File: src/rtl/sqrt_seq_ctrl.sv
// Sequential integer square root: one sqrt_unit step per clock, SIZE/2 steps per radicand,
// with valid/ready handshakes on both sides.

module sqrt_unit #(
    parameter int unsigned SIZE = 32
) (
    input  logic [SIZE-1:0] prev_num,
    input  logic [SIZE-1:0] prev_result,
    input  logic [SIZE-1:0] prev_biggest_power,
    output logic [SIZE-1:0] cur_num,
    output logic [SIZE-1:0] cur_result,
    output logic [SIZE-1:0] cur_biggest_power
);
    logic [SIZE-1:0] trial;
    logic            res_select;

    // One digit-by-digit step: subtract the trial value when it fits, then move to the next bit pair
    always_comb begin
        trial             = prev_result + prev_biggest_power;
        res_select        = prev_num >= trial;
        cur_biggest_power = prev_biggest_power >> 2;
        cur_num           = prev_num;
        cur_result        = prev_result;
        if (prev_biggest_power != '0) begin
            if (res_select) begin
                cur_num    = prev_num - trial;
                cur_result = (prev_result >> 1) + prev_biggest_power;
            end else begin
                cur_result = prev_result >> 1;
            end
        end
    end
endmodule

module sqrt_seq_ctrl #(
    parameter int unsigned SIZE = 32
) (
    input  logic              clk,
    input  logic              rst,
    input  logic              in_valid,
    output logic              in_ready,
    input  logic [SIZE-1:0]   in_num,
    output logic              out_valid,
    input  logic              out_ready,
    output logic [SIZE/2-1:0] root,
    output logic [SIZE/2:0]   remainder,
    output logic              busy
);
    localparam int unsigned ITER = SIZE / 2;
    localparam int unsigned CW   = $clog2(ITER);

    typedef enum logic [1:0] {IDLE, RUN, DONE} state_e;

    state_e          state_q;
    logic [SIZE-1:0] num_q, res_q, pow_q;
    logic [SIZE-1:0] num_d, res_d, pow_d;
    logic [CW-1:0]   cnt_q;
    logic            in_ready_q, out_valid_q, busy_q;

    sqrt_unit #(.SIZE(SIZE)) u_sqrt_unit (
        .prev_num           (num_q),
        .prev_result        (res_q),
        .prev_biggest_power (pow_q),
        .cur_num            (num_d),
        .cur_result         (res_d),
        .cur_biggest_power  (pow_d)
    );

    // Handshake flags are updated together with the state so they stay Moore outputs
    always_ff @(posedge clk) begin
        if (rst) begin
            state_q     <= IDLE;
            num_q       <= '0;
            res_q       <= '0;
            pow_q       <= '0;
            cnt_q       <= '0;
            in_ready_q  <= 1'b1;
            out_valid_q <= 1'b0;
            busy_q      <= 1'b0;
        end else begin
            case (state_q)
                IDLE: begin
                    if (in_valid) begin
                        num_q      <= in_num;
                        res_q      <= '0;
                        pow_q      <= SIZE'(1) << (SIZE - 2);
                        cnt_q      <= '0;
                        state_q    <= RUN;
                        in_ready_q <= 1'b0;
                        busy_q     <= 1'b1;
                    end
                end
                RUN: begin
                    num_q <= num_d;
                    res_q <= res_d;
                    pow_q <= pow_d;
                    cnt_q <= cnt_q + CW'(1);
                    if (cnt_q == CW'(ITER - 1)) begin
                        state_q     <= DONE;
                        out_valid_q <= 1'b1;
                    end
                end
                DONE: begin
                    if (out_ready) begin
                        state_q     <= IDLE;
                        out_valid_q <= 1'b0;
                        in_ready_q  <= 1'b1;
                        busy_q      <= 1'b0;
                    end
                end
                default: begin
                    state_q     <= IDLE;
                    in_ready_q  <= 1'b1;
                    out_valid_q <= 1'b0;
                    busy_q      <= 1'b0;
                end
            endcase
        end
    end

    assign in_ready  = in_ready_q;
    assign out_valid = out_valid_q;
    assign busy      = busy_q;
    assign root      = res_q[SIZE/2-1:0];
    assign remainder = num_q[SIZE/2:0];
endmodule

File: config.mk
export PLATFORM = sky130hd
export DESIGN_NAME = sqrt_seq_ctrl
export DESIGN_NICKNAME = d
export VERILOG_FILES = /design/src/rtl/sqrt_seq_ctrl.sv
export SDC_FILE = /design/constraint.sdc
export NUM_CORES = 1
export LEC_CHECK = 0
export CORE_MARGIN = 5
export CORE_UTILIZATION = 47
export CTS_BUF_LIST = sky130_fd_sc_hd__clkbuf_4 sky130_fd_sc_hd__clkbuf_8
export DETAILED_ROUTE_END_ITERATION = 8
export PLACE_DENSITY = 0.73
export SLEW_MARGIN = 30
export SYNTH_ARGS = -nofsm -noshare
export SYNTH_HDL_FRONTEND = slang
export SYNTH_SLANG_ARGS = --single-unit
File: constraint.sdc
create_clock -name clk -period 11 [get_ports clk]
set_clock_uncertainty 0.05 [all_clocks]
set_input_delay 2.2 -clock clk [delete_from_list [all_inputs] [get_ports clk]]
set_output_delay 2.2 -clock clk [all_outputs]
set_load 0.02 [all_outputs]
==> metrics.json <==
{
  "floorplanning": {
    "io_pins": 72,
    "start_util_pct": 48.0,
    "coreArea_um2": 16600,
    "die_w_um": 140,
    "number_of_core_rows": 47,
    "die-height_um": 140,
    "die_area_um2": 19700
  },
  "synthesis": {
    "synth_seq_area_share_pct": 22.3,
    "post-synth-top-area-fraction_pct": 22.3,
    "synth.area.top_cells": "sky130_fd_sc_hd__dfxtp_1, sky130_fd_sc_hd__ha_1, sky130_fd_sc_hd__nand2_1, sky130_fd_sc_hd__nor2_1, sky130_fd_sc_hd__o21ai_0",
    "post_syn_area_per_cell_um2": 7.60,
    "syn_nets": 1154,
    "synthCells": 1050,
    "ys_ff_latch": 89,
    "mapped_area_um2": 7980,
    "ys_dominant_reg_cell": "sky130_fd_sc_hd__dfxtp_1",
    "post-synth-top-count-cell": "sky130_fd_sc_hd__nand2_1",
    "synth-edff-count": 0,
    "cell_taking_the_most_area_after_synthesis": "sky130_fd_sc_hd__dfxtp_1",
    "yosysUniqueCellTypes": 69,
    "ys.warnings.count": 0,
    "synth_top_cells_by_count": "sky130_fd_sc_hd__nand2_1, sky130_fd_sc_hd__nor2_1, sky130_fd_sc_hd__dfxtp_1",
    "synthArstFlopShare_pct": 0
  },
  "cts": {
    "cts_resized": 0,
    "h_tree_lvl_count": 3,
    "cts_post_setup_buffers_inserted": 0,
    "cts_made_buffers": 9,
    "clock_pin_slew_reported_for_the_worst_setup_and_hold_paths_after_clock_tree_synthesis_ns": 0.10,
    "clk_path_buf_depth": 2,
    "clock_tree_from_tritoncts": "built",
    "clock_latency_ns": 0.39,
    "cts_root_buf": "sky130_fd_sc_hd__clkbuf_8",
    "tritoncts_num_sinks": 89,
    "cts_hold_repair.buffers": 0
  },
  "setup_path": {
    "criticalPathCategory": "reg2reg",
    "arrival_ns": 6.12,
    "setup.worst_path.end_class": "flop",
    "worstSetupStartpointType": "flop",
    "timing.critical_path.fanout_max": 21,
    "data_required_time_of_the_critical_path_ns": 11.23,
    "timing.reg2reg.worst_path_depth": 17
  },
  "sta": {
    "unrepaired_setup_endpoints_after_global_routing": "no",
    "relSlewSlack_pct": 43.3,
    "finalSetupViolCount": 0,
    "min_tclk_post_route_ns": 5.89,
    "final.setup.tns_ns": 0,
    "period_share_pct": 53.6,
    "worst_slew_pin_slew_ns": 0.851,
    "pins_over_their_slew_limit": 0,
    "fmaxAchievable_mhz": 170,
    "finalHoldViolations": 0
  },
  "routing": {
    "drtAntennaViolNets": 0,
    "vias": 7657,
    "drt-vias-per-instance": 6.01,
    "drt-initial-drc-count": 629,
    "route.final.wire_length_um": 21100,
    "drc": 0,
    "drt_pass1_iterations": 5,
    "routedWlPerCell_um": 16.6
  },
  "grt": {
    "grt_first_pass_wirelength_um": 35400,
    "initial_antenna_violation_count": 0,
    "grt_util_all_layers_pct": 21.3,
    "grt_overflow": 0,
    "grt_pass1_vias": 7040,
    "grt_start_max_net_pins": 61
  },
  "layout": {
    "area.growth.synth_to_final_pct": 9.09,
    "finish.net_count": 1152,
    "diodes": 0,
    "finalNonFillerCells": 1273,
    "post_route_cells_drive_above_1_share_pct": 6.46,
    "fillCellCount": 1604
  },
  "placement": {
    "post-dp-hpwl_um": 15500,
    "placed_cells_incl_taps": 1257,
    "place_congestion": 0.913,
    "portBuffers": 71
  },
  "worst_hold_path": {
    "hp-class": "reg2reg",
    "worstHoldPathCells": 2
  },
  "flow_run": {
    "max_cap_viol_count": 0
  },
  "power_and_ir_drop": {
    "power.density_cell_area_nw_per_um2": 136,
    "vdd_ir_drop_max_v": 0.0000670,
    "static-leakage-power_nw": 3.32
  },
  "status": {
    "run_status": "completed"
  }
}
-- sequential cells by signal, summed over array words and instances (netlist names) --
register   count
busy           1
cnt_q          4
in_ready       1
num_q         32
out_valid      1
pow_q         16
res_q         32
state_q        2
-- area by class of cell --
cell class	count	area, µm²	share of cell area (%)
well taps	220	275	3.16
multi-input cells	847	5620	64.6
repair buffers	77	751	8.62
clock buffers	11	151	1.74
inverters	24	90.1	1.03
clock inverters	5	36.3	0.417
flip-flops and latches	89	1780	20.5
-- where the power goes --
group | total, mW | leakage [nW] | switching (mW) | internal, mW
Combinational | 0.583 | 2.49 | 0.357 | 0.226
Clock | 0.229 | 0.100 | 0.133 | 0.0960
Sequential | 0.368 | 0.726 | 0.0242 | 0.344
Total | 1.18 | 3.32 | 0.514 | 0.666
-- placed cells by master, fill, tap and decap left out, drive strengths merged, types with 5 or more instances in the layout --
cell,n
a211o,5
a211oi,24
a21o,23
a21oi,65
a22oi,18
a311oi,16
a31o,12
a31oi,28
and2,7
and3,10
buf,7
clkbuf,11
clkdlybuf4s50,70
dfxtp,89
ha,67
inv,26
nand2,115
nand2b,9
nand3,40
nand4,12
nor2,101
nor2b,7
nor3,32
nor4,9
o211ai,18
o21a,8
o21ai,69
o21bai,12
o31ai,13
or2,7
or3,7
or4,5
xnor2,34
xor2,32
-- routing by layer --
metal | up-vias | part of all wire [%] | GRT usage (%)
met1 | 3538 | 49 | 31.2
met4 | 0 | 1.8 | 6.83
met2 | 266 | 43 | 32.3
met3 | 25 | 5.9 | 3.03
li1 | 3828 | - | -
met5 | - | 0 | 0
-- stage by stage --
step	hold slack, ns	total power, mW	utilization (%)	setup slack [ns]	area (µm²)
after global placement	0.399	0.945	51.1	5.35	8500
after CTS	0.438	1.18	52.3	5.26	8700
after global routing	0.469	1.26	52.3	4.61	8710
after floorplan	0.386	0.826	-	6.61	7980
after detailed placement	0.423	0.948	51.1	5.30	8510
final	0.433	1.18	52.3	5.11	8710
-- critical path: stages (launching register included) --
cell,delay [ns]
sky130_fd_sc_hd__dfxtp_1,0.48
sky130_fd_sc_hd__ha_1,0.32
sky130_fd_sc_hd__a21oi_1,0.20
sky130_fd_sc_hd__o21bai_1,0.12
sky130_fd_sc_hd__a31oi_1,0.33
sky130_fd_sc_hd__o31ai_1,0.17
sky130_fd_sc_hd__a31o_2,0.29
sky130_fd_sc_hd__a31o_2,0.27
sky130_fd_sc_hd__nand3_1,0.07
sky130_fd_sc_hd__nor3b_1,0.36
sky130_fd_sc_hd__ha_1,0.29
sky130_fd_sc_hd__and2_1,0.24
sky130_fd_sc_hd__nand3_1,0.21
sky130_fd_sc_hd__a31oi_1,0.51
sky130_fd_sc_hd__o21a_1,0.63
sky130_fd_sc_hd__and2_1,0.78
sky130_fd_sc_hd__a21oi_1,0.15
sky130_fd_sc_hd__a211o_1,0.30
-- cell families after synthesis --
family,Yosys count,share of synthesized area [%]
AND/OR/NAND/NOR,376,22.1
AO/OA/AOI/OAI,333,29.5
buffers and inverters,114,7.59
flip-flops,89,22.3
adder cells (fa/ha/maj),68,10.8
XOR/XNOR,66,7.24
multiplexers,4,0.502
-- final timing paths --
path,startpoint,endpoint,slack (ns)
min,num_q[0]$_SDFFE_PP0P_,num_q[0]$_SDFFE_PP0P_,0.43
max,res_q[2]$_SDFFE_PP0P_,res_q[27]$_SDFFE_PP0P_,5.11
max reg2reg,res_q[2]$_SDFFE_PP0P_,res_q[27]$_SDFFE_PP0P_,5.11
min reg2reg,num_q[0]$_SDFFE_PP0P_,num_q[0]$_SDFFE_PP0P_,0.43
Note: power is estimated with default switching activity, not from simulation.
